$ cat src/rtl/dac_spi_sequencer.sv
// Dual-channel DAC update sequencer: on a sample tick, sends an A frame and a B frame over SPI (mode 0), then pulses LDAC.
// Optional macro DAC_SHDN_EN: disabled channels are sent as shutdown frames instead of being skipped.
module dac_spi_sequencer #(
  parameter int CLK_DIV = 4,
  parameter int CS_GAP  = 2,
  parameter int LDAC_W  = 2,
  parameter int GAIN_1X = 1
) (
  input  logic        clk,
  input  logic        rst,
  input  logic        clk_sampling,
  input  logic        enableA,
  input  logic        enableB,
  input  logic [11:0] dacA_word,
  input  logic [11:0] dacB_word,
  output logic        spi_sclk,
  output logic        spi_mosi,
  output logic        spi_cs_n,
  output logic        ldac_n,
  output logic        busy,
  output logic        done,
  output logic        overrun,
  output logic [2:0]  dbg_state
);

  typedef enum logic [2:0] {S_IDLE, S_FRAME, S_GAP, S_LDAC, S_DONE} state_t;

  localparam logic L_GAIN = GAIN_1X[0];

  state_t      r_state;
  logic [15:0] r_cnt;
  logic [3:0]  r_bit;
  logic [14:0] r_shift;
  logic [15:0] r_frame_b;
  logic        r_pend_b;
  logic        r_sclk, r_mosi, r_cs_n, r_ldac_n, r_busy, r_done, r_overrun;

  logic        w_start;
  logic        w_pend;
  logic [15:0] w_first;
  logic [15:0] w_second;

  // A disabled channel's frame carries SHDN_n=0 and a zero code.
  function automatic logic [15:0] make_frame(input logic is_b, input logic en,
                                             input logic [11:0] code);
    return {is_b, 1'b0, L_GAIN, en, (en ? code : 12'h000)};
  endfunction

`ifdef DAC_SHDN_EN
  assign w_start  = clk_sampling;
  assign w_pend   = 1'b1;
  assign w_first  = make_frame(1'b0, enableA, dacA_word);
  assign w_second = make_frame(1'b1, enableB, dacB_word);
`else
  assign w_start  = clk_sampling & (enableA | enableB);
  assign w_pend   = enableA & enableB;
  assign w_first  = enableA ? make_frame(1'b0, 1'b1, dacA_word)
                            : make_frame(1'b1, 1'b1, dacB_word);
  assign w_second = make_frame(1'b1, 1'b1, dacB_word);
`endif

  always_ff @(posedge clk or posedge rst) begin
    if (rst) begin
      r_state   <= S_IDLE;
      r_cnt     <= '0;
      r_bit     <= '0;
      r_shift   <= '0;
      r_frame_b <= '0;
      r_pend_b  <= 1'b0;
      r_sclk    <= 1'b0;
      r_mosi    <= 1'b0;
      r_cs_n    <= 1'b1;
      r_ldac_n  <= 1'b1;
      r_busy    <= 1'b0;
      r_done    <= 1'b0;
      r_overrun <= 1'b0;
    end else begin
      r_done <= 1'b0;
      // Any tick while busy (DONE cycle included) is dropped and flagged.
      if (clk_sampling && r_busy) r_overrun <= 1'b1;
      case (r_state)
        S_IDLE: begin
          if (w_start) begin
            r_state   <= S_FRAME;
            r_cs_n    <= 1'b0;
            r_busy    <= 1'b1;
            r_sclk    <= 1'b0;
            r_mosi    <= w_first[15];
            r_shift   <= w_first[14:0];
            r_frame_b <= w_second;
            r_pend_b  <= w_pend;
            r_cnt     <= '0;
            r_bit     <= '0;
          end
        end
        S_FRAME: begin
          if (r_cnt == 16'(CLK_DIV - 1)) begin
            r_cnt <= '0;
            if (!r_sclk) begin
              r_sclk <= 1'b1;
            end else begin
              r_sclk <= 1'b0;
              if (r_bit == 4'd15) begin
                r_cs_n  <= 1'b1;
                r_mosi  <= 1'b0;
                r_state <= S_GAP;
              end else begin
                r_bit   <= r_bit + 4'd1;
                r_mosi  <= r_shift[14];
                r_shift <= {r_shift[13:0], 1'b0};
              end
            end
          end else begin
            r_cnt <= r_cnt + 16'd1;
          end
        end
        S_GAP: begin
          if (r_cnt == 16'(CS_GAP - 1)) begin
            r_cnt <= '0;
            if (r_pend_b) begin
              r_state  <= S_FRAME;
              r_pend_b <= 1'b0;
              r_cs_n   <= 1'b0;
              r_mosi   <= r_frame_b[15];
              r_shift  <= r_frame_b[14:0];
              r_bit    <= '0;
            end else begin
              r_state  <= S_LDAC;
              r_ldac_n <= 1'b0;
            end
          end else begin
            r_cnt <= r_cnt + 16'd1;
          end
        end
        S_LDAC: begin
          if (r_cnt == 16'(LDAC_W - 1)) begin
            r_cnt    <= '0;
            r_ldac_n <= 1'b1;
            r_done   <= 1'b1;
            r_state  <= S_DONE;
          end else begin
            r_cnt <= r_cnt + 16'd1;
          end
        end
        S_DONE: begin
          r_busy  <= 1'b0;
          r_state <= S_IDLE;
        end
        default: r_state <= S_IDLE;
      endcase
    end
  end

  assign spi_sclk  = r_sclk;
  assign spi_mosi  = r_mosi;
  assign spi_cs_n  = r_cs_n;
  assign ldac_n    = r_ldac_n;
  assign busy      = r_busy;
  assign done      = r_done;
  assign overrun   = r_overrun;
  assign dbg_state = r_state;

endmodule
$ cat config.mk
export PLATFORM = sky130hd
export DESIGN_NAME = dac_spi_sequencer
export DESIGN_NICKNAME = d
export VERILOG_FILES = /design/src/rtl/dac_spi_sequencer.sv
export SDC_FILE = /design/constraint.sdc
export NUM_CORES = 1
export LEC_CHECK = 0
export CAP_MARGIN = 20
export CORE_ASPECT_RATIO = 1.1
export CORE_MARGIN = 5
export CORE_UTILIZATION = 44
export CTS_CLUSTER_SIZE = 16
export DETAILED_ROUTE_END_ITERATION = 10
export PLACE_DENSITY = 0.74
export SLEW_MARGIN = 30
export SYNTH_ARGS = -nofsm -noshare
export SYNTH_HDL_FRONTEND = slang
export SYNTH_SLANG_ARGS = --single-unit
$ cat constraint.sdc
create_clock -name clk -period 6.4 [get_ports clk]
set_input_delay 1.28 -clock clk [delete_from_list [all_inputs] [get_ports clk]]
set_output_delay 1.28 -clock clk [all_outputs]
set_load 0.005 [all_outputs]
==> out/qor_table.md <==
| Group | Item | Reported |
|---|---|---|
| outcome | Run status | finished clean |
| critical path | Startpoint types | primary input |
| drt | Vias | 2593 |
| drt | ANT nets after route | 0 |
| synth | Cells taking the most area after synthesis | sky130_fd_sc_hd__dfrtp_1, sky130_fd_sc_hd__mux2_2, sky130_fd_sc_hd__mux2i_1 |
| clock tree | CTS Buffer Depth | 2 |
| synth | Distinct cells, synth | 53 |
| clock tree | Clock tree from TritonCTS | built |
| critical path | Element type at the critical path end | register |
| clock tree | Worst skew pair latency | 0.34 ns |
| critical path | Series of cell instances along the critical path | clkdlybuf4s50_1, o21ai_2, nor2_1, o21a_1, o21a_1, mux2_2 |
| synth | Primary FF master, synth | sky130_fd_sc_hd__dfrtp_1 |
| floorplanning | Die height | 101 um |
| clock tree | CTS hold repair buffers | 0 |
| sta | Final clock period utilization by the worst path | 0.624 |
| clock tree | # clock sinks | 59 |
| sta | Unrepaired setup endpoints after global routing | no |
| place | Dpl cells | 430 |
| finish | Total number of nets in the final design | 386 |
| floorplanning | Number of standard-cell rows in the floorplan | 33 |
| power | Leakage power of the design | 1.75 nW |
| clock tree | Num CTS Buffers | 9 |
| finish | Antenna diode count | 0 |
| finish | Count of filler cells inserted in the layout | 665 |
| synth | Yosys top cell by area | sky130_fd_sc_hd__dfrtp_1 |
| critical path | Largest stage delay on the critical path | 1.07 ns |
| flow run | Max cap viols | 0 |
| global routing | Pin count of the biggest net entering global routing | 60 |
| sta | Upper clock frequency limit | 250 MHz |
| sta | Tightest slew margin relative to the limit | 0.364 |
| finish | Area of the multi-input gates | 1680 um2 |
| place | Port Buffer Count | 38 |
| floorplanning | Die width | 92.5 um |
| finish | Footprint of the flip-flops and latches | 1480 um2 |
| critical path | Number of buffer and inverter instances along the worst setup path | 1 |
| synth | FFs w/ async S/R, synth | 1.00 |
| critical path | Crit path max fanout | 17 |
| synth | EDFF count, synth | 0 |
| power | Maximum ir drop on the vdd rail | 0.149 mV |
| synth | Area fraction of the dominant cell type after synthesis | 0.433 |
| sta | Final number of max-transition violations | 0 |
| sta | Total negative slack for setup checks | 0 ns |
| synth | Per-instance average area after synthesis | 10.3 um2 |
| synth | Seq/Total Area, Yosys | 0.449 |
| critical path | Type of the setup path with the least slack | primary input to register |
| sta | Final Skew | 0.00776 ns |
| global routing | Remaining Overflow, GRT | 0 |
| global routing | Antenna violations before repair | 0 |
| floorplanning | Floorplan Core Area | 7390 um2 |
| clock tree | Post-CTS resize count | 0 |
| sta | Hold Fails Final Rpt | 0 |
| drt | Number of search-and-repair iterations in the first detailed-routing pass | 4 |
| synth | Number of synthesized register bits | 59 |
| power | Total power per unit cell area | 368 nW/um2 |
| critical path | Data required time at the worst endpoint | 6.63 ns |
| global routing | Total Routing Usage GR | 0.174 |
| clock tree | Cell at the root of the clock tree | sky130_fd_sc_hd__clkbuf_8 |
| worst hold path | Type of the tightest min-delay check | register to register |
| floorplanning | Die footprint | 9330 um2 |
| drt | Average vias per placed instance | 5.81 |
| sta | Worst Tran Pin Value | 0.954 ns |
| sta | Minimum setup slack in the final design | 2.41 ns |
| sta | Tmin final | 3.99 ns |
| clock tree | Number of buffers added for setup after CTS | 0 |
| drt | Detailed router's first-iteration violation count | 119 |
| sta | Final setup violation count | 0 |
| synth | Net count after synthesis | 352 |
| synth | Netlist area before placement | 3300 um2 |
| floorplanning | Ports | 39 |
| critical path | Critical path's top delay family | compound AO/OA/AOI/OAI gates |
| finish | Area growth from synthesis to layout | 19.2% |
| critical path | Cell at the slowest stage of the critical path | sky130_fd_sc_hd__clkdlybuf4s50_1 |
| critical path | Crit path DAT | 4.22 ns |
| sta | Hold Slack | 0.465 ns |
| finish | Number of standard cells in the layout, taps in and fillers out | 446 |
| synth | Count of mapped cells out of synthesis | 320 |
| place | Post-placement setup slack | 2.00 ns |
| global routing | Global-route wire length before repair | 12.9 mm |
| drt | Average wire length per cell after detail routing | 17.0 um |
| global routing | Vias in the first global route | 2631 |
| critical path | Most numerous cell on the critical path | sky130_fd_sc_hd__o21a_1 |
| clock tree | H-Tree Level Count | 3 |
| clock tree | Clock transition at path regs | 0.07 ns |
| drt | Residual DRC count | 0 |
| place | Placer Congestion | 0.854 |
| place | Placed wire-length estimate after detailed placement | 5.21 mm |
| synth | Yosys warning total | 0 |
| synth | Synth top cells by count | sky130_fd_sc_hd__dfrtp_1, sky130_fd_sc_hd__nor2_1, sky130_fd_sc_hd__nand2_1 |
| finish | Share of cells above drive strength 1 | 0.159 |
| synth | Most numerous cell in the Yosys netlist | sky130_fd_sc_hd__dfrtp_1 |
| drt | Post-detailed-routing wire length | 7.57 mm |
| floorplanning | Initial Util | 0.446 |
==> area by class of cell <==
cell class | count | area share
clock inverter | 4 | 0.0185
multi-input combinational | 233 | 0.428
clock buffer | 12 | 0.0395
tap | 87 | 0.0277
inverter | 12 | 0.0115
sequential | 59 | 0.376
timing repair buffer | 39 | 0.0987
==> routing by layer <==
metal	up-vias	track usage	part of all wire
met3	14	0.0500	0.043
met1	1291	0.211	0.44
met5	-	0	0
li1	1241	-	-
met2	47	0.294	0.50
met4	0	0.0651	0.018
==> worst paths after layout <==
kind | from | end | slack [ns] | cells past startpoint
worst max-delay path | enableA | r_shift[11] | 2.41 | 6
worst min-delay path | r_frame_b[12] | r_frame_b[12] | 0.47 | 1
worst max register to register | dbg_state[2] | r_shift[11] | 3.33 | 5
worst min register to register | r_frame_b[12] | r_frame_b[12] | 0.47 | 1
max in group asynchronous | rst | r_cnt[6] | 4.44 | 3
min in group asynchronous | rst | r_frame_b[10] | 1.47 | 3
==> cell usage in the layout, fill, tap and decap left out, drive strengths merged, types with 3 or more instances in the layout <==
cell type,instances
a21o,7
a21oi,20
a22oi,5
and2,3
and4,3
clkbuf,12
clkdlybuf4s50,38
dfrtp,57
ha,3
inv,12
mux2,27
mux2i,13
nand2,21
nand2b,4
nand3,15
nand4,5
nor2,23
nor2b,3
nor3,7
nor3b,6
nor4,6
o21ai,18
o22a,11
o22ai,3
or3,3
xor2,3
==> metrics by stage <==
| stage | cell area (um2) | util | total power [mW] |
|---|---|---|---|
| final | 3930 | 0.532 | 1.45 |
| after CTS | 3930 | 0.532 | 1.46 |
| after floorplan | 3300 | - | 0.942 |
| after detailed placement | 3700 | 0.501 | 1.07 |
| after global routing | 3930 | 0.532 | 1.55 |
| after global placement | 3700 | 0.501 | 1.04 |
==> worst reg2reg max path: cells and delay by family, from the launching register on <==
kind | cells | cell delay (ns)
simple gates | 3 | 1.12
compound gates | 1 | 0.73
flops | 1 | 0.69
mux | 1 | 0.42
==> sequential cells by signal, indices dropped and copies added (netlist names), 3 cells and up <==
register	flops
r_cnt	16
r_shift	15
r_frame_b	13
r_bit	4
dbg_state	3
==> cells by family (layout without fill, tap and decap cells) <==
family	Yosys count	after routing	synth area share
AOI/OAI and AO/OA	82	82	0.171
xor gates and xnor gates	4	4	0.0106
adders and majority gates	3	3	0.0114
buffers and inverters	28	67	0.0410
DFF	59	59	0.449
muxes	40	40	0.140
and+or+nand+nor	104	104	0.178
==> power by group <==
part	total, mW	switching (mW)	internal, mW
Clock	0.385	0.145	0.240
Sequential	0.585	0.0969	0.488
Combinational	0.477	0.225	0.252
Power figures use the tool's default switching activity.
==> variant (same settings) <==
Build with the macro `DAC_SHDN_EN` defined.
--- a/src/rtl/dac_spi_sequencer.sv
+++ b/src/rtl/dac_spi_sequencer.sv
@@ -2,2 +2,4 @@
 // Optional macro DAC_SHDN_EN: disabled channels are sent as shutdown frames instead of being skipped.
+`define DAC_SHDN_EN
+
 module dac_spi_sequencer #(
Formal check against the unedited RTL: not equivalent (a bounded check fails within 4 cycles, from zero or initial values and one cycle with rst high).
==> variant against the original RTL <==
- cell count fell by 0.67%
- sequential cell count rose by 1
- final area fell by 5.3%
- via count rose by 2.7%
- clock skew rose by 0.0035 ns
- worst setup slack improved by 1.1 ns
- routed wire length fell by 3.9%
- area after synthesis fell by 7.2%
- critical endpoint is now dbg_state[2]
- largest cell class is now sequential cells
Power is not compared: it rests on default switching activity, and its combinational part moved more than twofold at a synthesized area within 25%.
==> variant: results (changes against the original RTL) <==
first-pass GRT wire length: 12.13 mm (was 12.86 mm)
net count after synthesis: 357 (was 352)
number of global-route vias before repair: 2629 (was 2631)
multi-input combinational gate total: 237 (was 233)
area occupied by multi-input gates: 1453 um^2 (was 1683 um^2)
Placed Instances: 427 (was 430)
mean routed wirelength per cell: 16.44 um (was 16.98 um)
TritonRoute pass-1 iters: 6 (was 4)
CP Max Fanout: 15 (was 17)
number of fill cells: 602 (was 665)
commonest cells in the netlist: 58 x dfrtp_1, 46 x nand2_1, 26 x o21ai_0 (was 57 x dfrtp_1, 23 x nor2_1, 21 x nand2_1)
DR iter-0 viols: 175 (was 119)
non-clock buffer share of cell area: 10.62% (was 9.866%)
Worst Path Arrival: 1.61 ns (was 4.22 ns)
DP HPWL: 4.891 mm (was 5.214 mm)
invs w/o clock: 8 (was 12)
Yosys cell types: 45 (was 53)
routability cong.: 0.8397 (was 0.8543)
register area: 1504 um^2 (was 1479 um^2)
Final nets: 388 (was 386)
outcome: complete, no violations (unchanged)
Seq/Total Area, Yosys: 49.14% (was 44.86%)
pre-CTS WS: 3.193 ns (was 2.004 ns)
total global-route track usage: 17.65% (was 17.39%)
via/cell ratio: 6.014 (was 5.814)
# clk buffers: 10 (was 12)
largest net degree at the start of global routing: 61 (was 60)
Critical-path top delay cell: dfrtp_1 (was clkdlybuf4s50_1)
Placed Area: 3475 um^2 (was 3704 um^2)
via count: 2664 (was 2593)
Area Growth Syn to Fin: 21.67% (was 19.24%)
slowest stage delay, CP: 0.65 ns (was 1.07 ns)
clk tree area frac: 6.418% (was 5.792%)
top post-synthesis cells by area: dfrtp_1 47%, nand2_1 5.6%, o21ai_0 4.3% (was dfrtp_1 43%, mux2_2 6.8%, mux2i_1 3.9%)
Slew @ Worst Pin: 1.001 ns (was 0.9543 ns)
largest registers: r_cnt: 16 flops, r_shift: 15 flops, r_frame_b: 14 flops (was r_cnt: 16 flops, r_shift: 15 flops, r_frame_b: 13 flops)
==> variant: power by group through the flow <==
stage	logic, uW	registers (uW)	clock network [uW]
after floorplan	28.1	399	0
after global placement	46.8	406	0
after detailed placement	47.9	406	0
after CTS	48.0	399	424
after global routing	52.3	400	446
final	47.4	399	417
==> variant: path summary, 6_finish.rpt <==
check,end,start,slack (ns)
setup / recovery,dbg_state[2],dbg_state[2]$_DFFE_PP0P_,3.51
hold / removal,overrun$_DFFE_PP0P_,overrun$_DFFE_PP0P_,0.47
setup reg to reg,r_cnt[10]$_DFFE_PP0P_,r_cnt[0]$_DFFE_PP0P_,3.72
hold reg to reg,overrun$_DFFE_PP0P_,overrun$_DFFE_PP0P_,0.47
max in group asynchronous,r_shift[14]$_DFFE_PP0P_,rst,4.42
min in group asynchronous,dbg_state[2]$_DFFE_PP0P_,rst,1.46
==> variant: kinds of logic after synthesis <==
| logic type | Yosys count | synth area share (%) |
|---|---|---|
| adder cells (fa/ha/maj) | 3 | 1.227 |
| AO/OA/AOI/OAI | 109 | 23.18 |
| multiplexers | 4 | 1.431 |
| AND/OR/NAND/NOR | 121 | 20.93 |
| flip-flops | 60 | 49.14 |
| buffers and inverters | 28 | 4.088 |
==> variant: per-stage QoR <==
stage / total power, uW / hold WS, ns
finish: 864.1 / 0.4665
global route: 898.1 / 0.4927
CTS: 871.0 / 0.4689
detailed placement: 453.9 / 0.4542
global placement: 452.3 / 0.4408
floorplan: 427.4 / 0.4505
==> variant: metal layers <==
layer	wire, um	track usage (%)
met1	3180	22.67
met2	3637	27.91
met5	0	0
met4	91	6.300
met3	372	5.174
